**config.mk**
```make
export PLATFORM = sky130hd
export DESIGN_NAME = hier_seq_ctrl
export DESIGN_NICKNAME = d
export VERILOG_FILES = /design/src/rtl/hier_seq_ctrl.sv
export SDC_FILE = /design/constraint.sdc
export NUM_CORES = 1
export LEC_CHECK = 0
export CAP_MARGIN = 20
export CORE_MARGIN = 2
export CORE_UTILIZATION = 40
export CTS_BUF_LIST = sky130_fd_sc_hd__clkbuf_4 sky130_fd_sc_hd__clkbuf_8
export DETAILED_ROUTE_END_ITERATION = 12
export PLACE_DENSITY = 0.78
export SLEW_MARGIN = 20
export SYNTH_ARGS = -nofsm -noshare
export SYNTH_HDL_FRONTEND = slang
export SYNTH_SLANG_ARGS = --single-unit
```
**constraint.sdc**
```tcl
create_clock -name clk -period 3.4 [get_ports clk]
set_input_delay 1.02 -clock clk [delete_from_list [all_inputs] [get_ports clk]]
set_output_delay 1.02 -clock clk [all_outputs]
set_load 0.005 [all_outputs]
```
**src/rtl/hier_seq_ctrl.sv**
```systemverilog
// +--------------------------------------------------------------------------+
// | hier_seq_ctrl : job sequencer for the hier DTW core (ref load, sample    |
// |                 window, start/angle_rdy handshake, score report)         |
// | Optional timeout watchdog: define HIER_TIMEOUT_EN                        |
// | Rev 1.0                                                                  |
// +--------------------------------------------------------------------------+
`default_nettype none

module hier_seq_ctrl #(
    parameter int COORD_DEPTH = 8,
    parameter int ANGLE_DEPTH = 32,
    parameter int REF_LEN     = 22,
    parameter int SETTLE_CYC  = 2,
    parameter int TIMEOUT     = 1024
) (
    input  logic                   clk,
    input  logic                   rst_n,
    input  logic                   go,
    input  logic                   ref_valid,
    input  logic [ANGLE_DEPTH-1:0] ref_data,
    output logic                   ref_ready,
    input  logic                   pt_valid,
    input  logic [COORD_DEPTH-1:0] pt_x,
    input  logic [COORD_DEPTH-1:0] pt_y,
    output logic                   pt_ready,
    input  logic [31:0]            thresh,
    output logic                   core_fill,
    output logic [ANGLE_DEPTH-1:0] core_refer,
    output logic                   core_start,
    output logic [COORD_DEPTH-1:0] core_x0,
    output logic [COORD_DEPTH-1:0] core_y0,
    output logic [COORD_DEPTH-1:0] core_x1,
    output logic [COORD_DEPTH-1:0] core_y1,
    output logic [COORD_DEPTH-1:0] core_x2,
    output logic [COORD_DEPTH-1:0] core_y2,
    input  logic                   core_angle_rdy,
    input  logic [31:0]            core_score,
    input  logic                   core_done,
    output logic                   busy,
    output logic                   result_valid,
    output logic [31:0]            result_score,
    output logic                   result_match,
    output logic                   err
);

    typedef enum logic [2:0] {
        S_IDLE      = 3'd0,
        S_LOAD_REF  = 3'd1,
        S_WAIT_PT   = 3'd2,
        S_SETTLE    = 3'd3,
        S_ISSUE     = 3'd4,
        S_WAIT_ANG  = 3'd5,
        S_WAIT_DONE = 3'd6,
        S_REPORT    = 3'd7
    } state_t;

    localparam int CNT_W = $clog2(REF_LEN + 1);
    localparam int SET_W = (SETTLE_CYC > 1) ? $clog2(SETTLE_CYC) : 1;
    localparam logic [CNT_W-1:0] REF_LAST    = CNT_W'(REF_LEN - 1);
    localparam logic [CNT_W-1:0] PT_TOTAL    = CNT_W'(REF_LEN);
    localparam logic [SET_W-1:0] SETTLE_LAST = SET_W'((SETTLE_CYC > 0) ? SETTLE_CYC - 1 : 0);

    state_t                 state_q, state_d;
    logic [CNT_W-1:0]       ref_cnt_q, ref_cnt_d;
    logic [CNT_W-1:0]       pt_cnt_q, pt_cnt_d;
    logic [SET_W-1:0]       settle_cnt_q, settle_cnt_d;
    logic                   fill_q, fill_d;
    logic [ANGLE_DEPTH-1:0] refer_q, refer_d;
    logic [COORD_DEPTH-1:0] wx_q [3];
    logic [COORD_DEPTH-1:0] wy_q [3];
    logic [COORD_DEPTH-1:0] wx_d [3];
    logic [COORD_DEPTH-1:0] wy_d [3];
    logic [31:0]            score_q, score_d;
    logic                   match_q, match_d;
    logic                   w_timed_out;
    logic                   w_match_now;

`ifdef HIER_TIMEOUT_EN
    localparam int WAIT_W = $clog2(TIMEOUT + 1);
    localparam logic [WAIT_W-1:0] WAIT_LAST = WAIT_W'(TIMEOUT - 1);

    logic [WAIT_W-1:0] wait_cnt_q, wait_cnt_d;
    logic              err_q, err_d;

    assign w_timed_out = err_q;
    assign err         = err_q;
`else
    assign w_timed_out = 1'b0;
    assign err         = 1'b0;

    if (TIMEOUT < 1) begin : g_timeout_unused
    end
`endif

    // A timed-out job reports a forced miss regardless of thresh.
    assign w_match_now = !w_timed_out && (score_q <= thresh);

    always_comb begin
        state_d      = state_q;
        ref_cnt_d    = ref_cnt_q;
        pt_cnt_d     = pt_cnt_q;
        settle_cnt_d = settle_cnt_q;
        fill_d       = 1'b0;
        refer_d      = refer_q;
        wx_d         = wx_q;
        wy_d         = wy_q;
        score_d      = score_q;
        match_d      = match_q;
`ifdef HIER_TIMEOUT_EN
        wait_cnt_d   = wait_cnt_q;
        err_d        = err_q;
`endif

        case (state_q)
            S_IDLE: begin
                if (go) begin
                    state_d   = S_LOAD_REF;
                    ref_cnt_d = '0;
`ifdef HIER_TIMEOUT_EN
                    err_d     = 1'b0;
`endif
                end
            end
            S_LOAD_REF: begin
                if (ref_valid) begin
                    fill_d  = 1'b1;
                    refer_d = ref_data;
                    if (ref_cnt_q == REF_LAST) begin
                        state_d   = S_WAIT_PT;
                        ref_cnt_d = '0;
                        pt_cnt_d  = '0;
                    end else begin
                        ref_cnt_d = ref_cnt_q + 1'b1;
                    end
                end
            end
            S_WAIT_PT: begin
                if (pt_valid) begin
                    wx_d[2]      = wx_q[1];
                    wy_d[2]      = wy_q[1];
                    wx_d[1]      = wx_q[0];
                    wy_d[1]      = wy_q[0];
                    wx_d[0]      = pt_x;
                    wy_d[0]      = pt_y;
                    settle_cnt_d = '0;
                    state_d      = (SETTLE_CYC > 0) ? S_SETTLE : S_ISSUE;
                end
            end
            S_SETTLE: begin
                if (settle_cnt_q == SETTLE_LAST) begin
                    state_d = S_ISSUE;
                end else begin
                    settle_cnt_d = settle_cnt_q + 1'b1;
                end
            end
            S_ISSUE: begin
                pt_cnt_d = pt_cnt_q + 1'b1;
                state_d  = S_WAIT_ANG;
            end
            S_WAIT_ANG: begin
                if (core_angle_rdy) begin
                    state_d = (pt_cnt_q == PT_TOTAL) ? S_WAIT_DONE : S_WAIT_PT;
                end
            end
            S_WAIT_DONE: begin
                if (core_done) begin
                    score_d = core_score;
                    state_d = S_REPORT;
                end
            end
            S_REPORT: begin
                match_d = w_match_now;
                state_d = S_IDLE;
            end
            default: state_d = S_IDLE;
        endcase

`ifdef HIER_TIMEOUT_EN
        // Watchdog only runs while stalled on the core's handshakes.
        if ((state_q == S_WAIT_ANG && !core_angle_rdy) ||
            (state_q == S_WAIT_DONE && !core_done)) begin
            if (wait_cnt_q == WAIT_LAST) begin
                err_d      = 1'b1;
                score_d    = 32'hFFFF_FFFF;
                state_d    = S_REPORT;
                wait_cnt_d = '0;
            end else begin
                wait_cnt_d = wait_cnt_q + 1'b1;
            end
        end else begin
            wait_cnt_d = '0;
        end
`endif
    end

    always_ff @(posedge clk or negedge rst_n) begin
        if (!rst_n) begin
            state_q      <= S_IDLE;
            ref_cnt_q    <= '0;
            pt_cnt_q     <= '0;
            settle_cnt_q <= '0;
            fill_q       <= 1'b0;
            refer_q      <= '0;
            for (int i = 0; i < 3; i++) begin
                wx_q[i] <= '0;
                wy_q[i] <= '0;
            end
            score_q      <= '0;
            match_q      <= 1'b0;
`ifdef HIER_TIMEOUT_EN
            wait_cnt_q   <= '0;
            err_q        <= 1'b0;
`endif
        end else begin
            state_q      <= state_d;
            ref_cnt_q    <= ref_cnt_d;
            pt_cnt_q     <= pt_cnt_d;
            settle_cnt_q <= settle_cnt_d;
            fill_q       <= fill_d;
            refer_q      <= refer_d;
            wx_q         <= wx_d;
            wy_q         <= wy_d;
            score_q      <= score_d;
            match_q      <= match_d;
`ifdef HIER_TIMEOUT_EN
            wait_cnt_q   <= wait_cnt_d;
            err_q        <= err_d;
`endif
        end
    end

    assign ref_ready    = (state_q == S_LOAD_REF);
    assign pt_ready     = (state_q == S_WAIT_PT);
    assign core_start   = (state_q == S_ISSUE);
    assign busy         = (state_q != S_IDLE);
    assign result_valid = (state_q == S_REPORT);
    assign result_score = score_q;
    assign result_match = (state_q == S_REPORT) ? w_match_now : match_q;
    assign core_fill    = fill_q;
    assign core_refer   = refer_q;
    assign core_x0      = wx_q[0];
    assign core_y0      = wy_q[0];
    assign core_x1      = wx_q[1];
    assign core_y1      = wy_q[1];
    assign core_x2      = wx_q[2];
    assign core_y2      = wy_q[2];

endmodule

`default_nettype wire

```
==> results.ini <==
[clock_tree]
cts_tree=yes
clock_latency_ns=0.43
cts_buffer_depth=2
cts_made_buffers=17
clockRootBuffer=clkbuf_8
cts_hold_buf=0
cts.htree.levels=4
path_clk_slew_ns=0.07
clock_sink_count=128

[grt]
grt_max_degree=82
antenna_found_initial=1
grt_pass1_vias=5143
grt_overflow=0
grt_pass1_wl_microns=26000
grt_usage_pct=21.0

[worst_setup_path]
worstPathCellList=dlygate4sd2_1 -> inv_2 -> ha_4 -> nand4_1 -> nor4_4 -> nand3_2 -> a21boi_2 -> a21bo_1 -> buf_2
worstSetupPathType=in -> out
crit_path_start_kind=input port
max_stage_delay_ns=0.36
crit_slowest_cell=nor4_4
r2r_cells=6
cp_max_fo=2
required_ns=2.38
reg2reg_slack_ns=1.19
cp.arrival_ns=2.63
endpoint_kind=output pin
crit_family=simple AND/OR/NAND/NOR gates
regToRegEndpoint=ref_cnt_q[4]$_DFFE_PN0P_
reg2reg_from=state_q[0]$_DFFE_PN0P_
worst-path-buf-inv=3

[detailed_routing]
drt_wl_total_microns=16100
wire_per_inst_microns=17.6
drcViolationCount=0
viasPerCell=5.06
drtAntennaViolNets=0
drt_iter0_markers=220
dr.pass1.iters=4
dr_total_vias=4649

[sta]
finalHoldViolations=0
fmax_ghz=0.274
fin_skew_ns=0.0151
finalSetupViolCount=1
tightest_slew_ns=0.626
slew_headroom_pct=58.3
fin_crit_sh_pct=107
rsz0062_at_grt=true
finalSetupTns_ns=-0.250
fin_crit_ns=3.65
slew_violations=0
worst_slack_ns=-0.250

[synthesis]
ys_ff_latch=128
async_flop_share_pct=100
yosys-top-cells-count=128 x dfrtp_1, 78 x mux2_1, 41 x inv_1
seq_area_frac_synth_pct=54.7
yosys_warnings=0
synth_most_common_cell=dfrtp_1
synth_cells=457
syn_area_per_cell_sq_um=12.8
synth_top_cell_area_share_pct=54.7
ys_types=39
yosysTopAreaCell=dfrtp_1
ys.flop_type=dfrtp_1
synthesis.area_sq_mm=0.00586
syn-num-nets=616
synthTopCellsByArea=dfrtp_1 55%, mux2_1 15%, ha_1 8.5%, mux2_2 6.7%, inv_1 2.6%
synth_edf_count=0

[floorplan]
rows=44
io_pins=239
initial_core_util_pct=40.6
dieArea_sq_mm=0.0156
fp.dieW_microns=125
core_area_sq_mm=0.0144
die_h_microns=125

[worst_hold_path]
worstHoldEndpoint=core_refer[14]$_DFFE_PN0P_
min_path_type=reg -> reg
hold_start=core_refer[14]$_DFFE_PN0P_
hold_depth=1

[status]
status=finished with violations
violations=setup timing

[placed_design]
finalWeightedCongestion=0.828
dp_hpwl_microns=11800
portBuffers=237
pre_cts_ws_ns=-1.16

[layout]
drive_gt1_share_pct=24.4
final_nets=880
area_growth_pct=58.0

[power]
leakage_uw=0.00405
peakVddDrop_uv=558
powerDensity_mw_per_mm2=830

[run]
max_cap_violations=0

-- where the power goes --
group,leakage [uW],switching [uW],internal [uW]
logic,0.00230,1280,2260
registers,0.00156,607,2270
clock network,0.000195,642,620
-- layer usage --
layer  GRT usage, %  up-vias  routed length, microns
met2           39.0      182                    8680
li1               -     2130                       -
met3           9.33       34                    1430
met1           20.6     2303                    5600
met5              0        -                       0
met4           7.65        0                     441
-- registers in the layout, summed over array words and instances, names as in the netlist, 3 cells and up --
register      count
core_refer       32
core_x0           8
core_x1           8
core_x2           8
core_y0           8
core_y1           8
core_y2           8
pt_cnt_q          5
ref_cnt_q         5
result_score     32
state_q           3
-- worst max path at each step --
stage	start	slack [ns]	endpoint	cells past startpoint
after floorplan	thresh[30]	0.07	result_match	7
after global placement	thresh[30]	-1.04	result_match	9
after detailed placement	thresh[30]	-1.16	result_match	9
after CTS	thresh[21]	-0.17	result_match	10
after global routing	thresh[4]	-0.31	result_match	8
final	thresh[2]	-0.25	result_match	9
-- worst register-to-register path, cell delays in order, from the launching register on --
cell and delay (ns):
dfrtp_1 0.41, inv_1 0.08, ha_1 0.25, nor2b_1 0.16, or4_1 0.64, or2_1 0.35, o31ai_2 0.24
-- timing repair --
| action | in CTS | in global routing |
|---|---|---|
| pin swaps | 50 | 1 |
| setup buffers | 9 | 0 |
| setup endpoints to repair | 1 | 1 |
| resized for setup | 174 | 0 |
-- cell families after synthesis --
group	after synthesis	synth area share, %
adder cells (fa/ha/maj)	40	8.54
other	1	0.0640
AND/OR/NAND/NOR	68	5.85
buffers and inverters	56	3.78
AO/OA/AOI/OAI	51	5.38
multiplexers	113	21.7
flip-flops	128	54.7
-- cell type report --
cell class,instances,area [sq um]
diodes,1,2.50
clock buffers,19,255
clock inverters,13,130
fillers,1095,5170
inverters,42,160
multi-input cells,273,2820
flip-flops and latches,128,3200
well taps,184,230
repair buffers,259,2450
-- cell usage in the layout (no fill, tap or decap), types with 4 or more instances in the layout --
cell,instances
clkdlybuf4s50_1,203
nand4_1,8
buf_4,21
o21ai_0,9
dlygate4sd2_1,5
ha_4,24
dfrtp_1,128
inv_1,17
nor2b_1,5
clkinv_4,6
inv_2,24
mux2_2,35
nand2_1,19
buf_2,21
mux2_1,78
ha_1,16
inv_6,4
clkbuf_8,18
o21ai_1,8
nor2_1,7
nand3_1,12
a21oi_1,12
-- through the flow --
step | instances | utilization, % | power, uW | cell area [sq um] | hold slack, ns
floorplan | 457 | - | 4080 | 5860 | 0.446
global placement | 877 | 59.1 | 5990 | 8520 | 0.467
detailed placement | 877 | 59.1 | 6170 | 8520 | 0.484
CTS | 918 | 64.1 | 7730 | 9250 | 0.498
global route | 919 | 64.2 | 8200 | 9260 | 0.516
finish | 919 | 64.2 | 7680 | 9260 | 0.490
No activity file was read; power rests on OpenSTA's default activity.
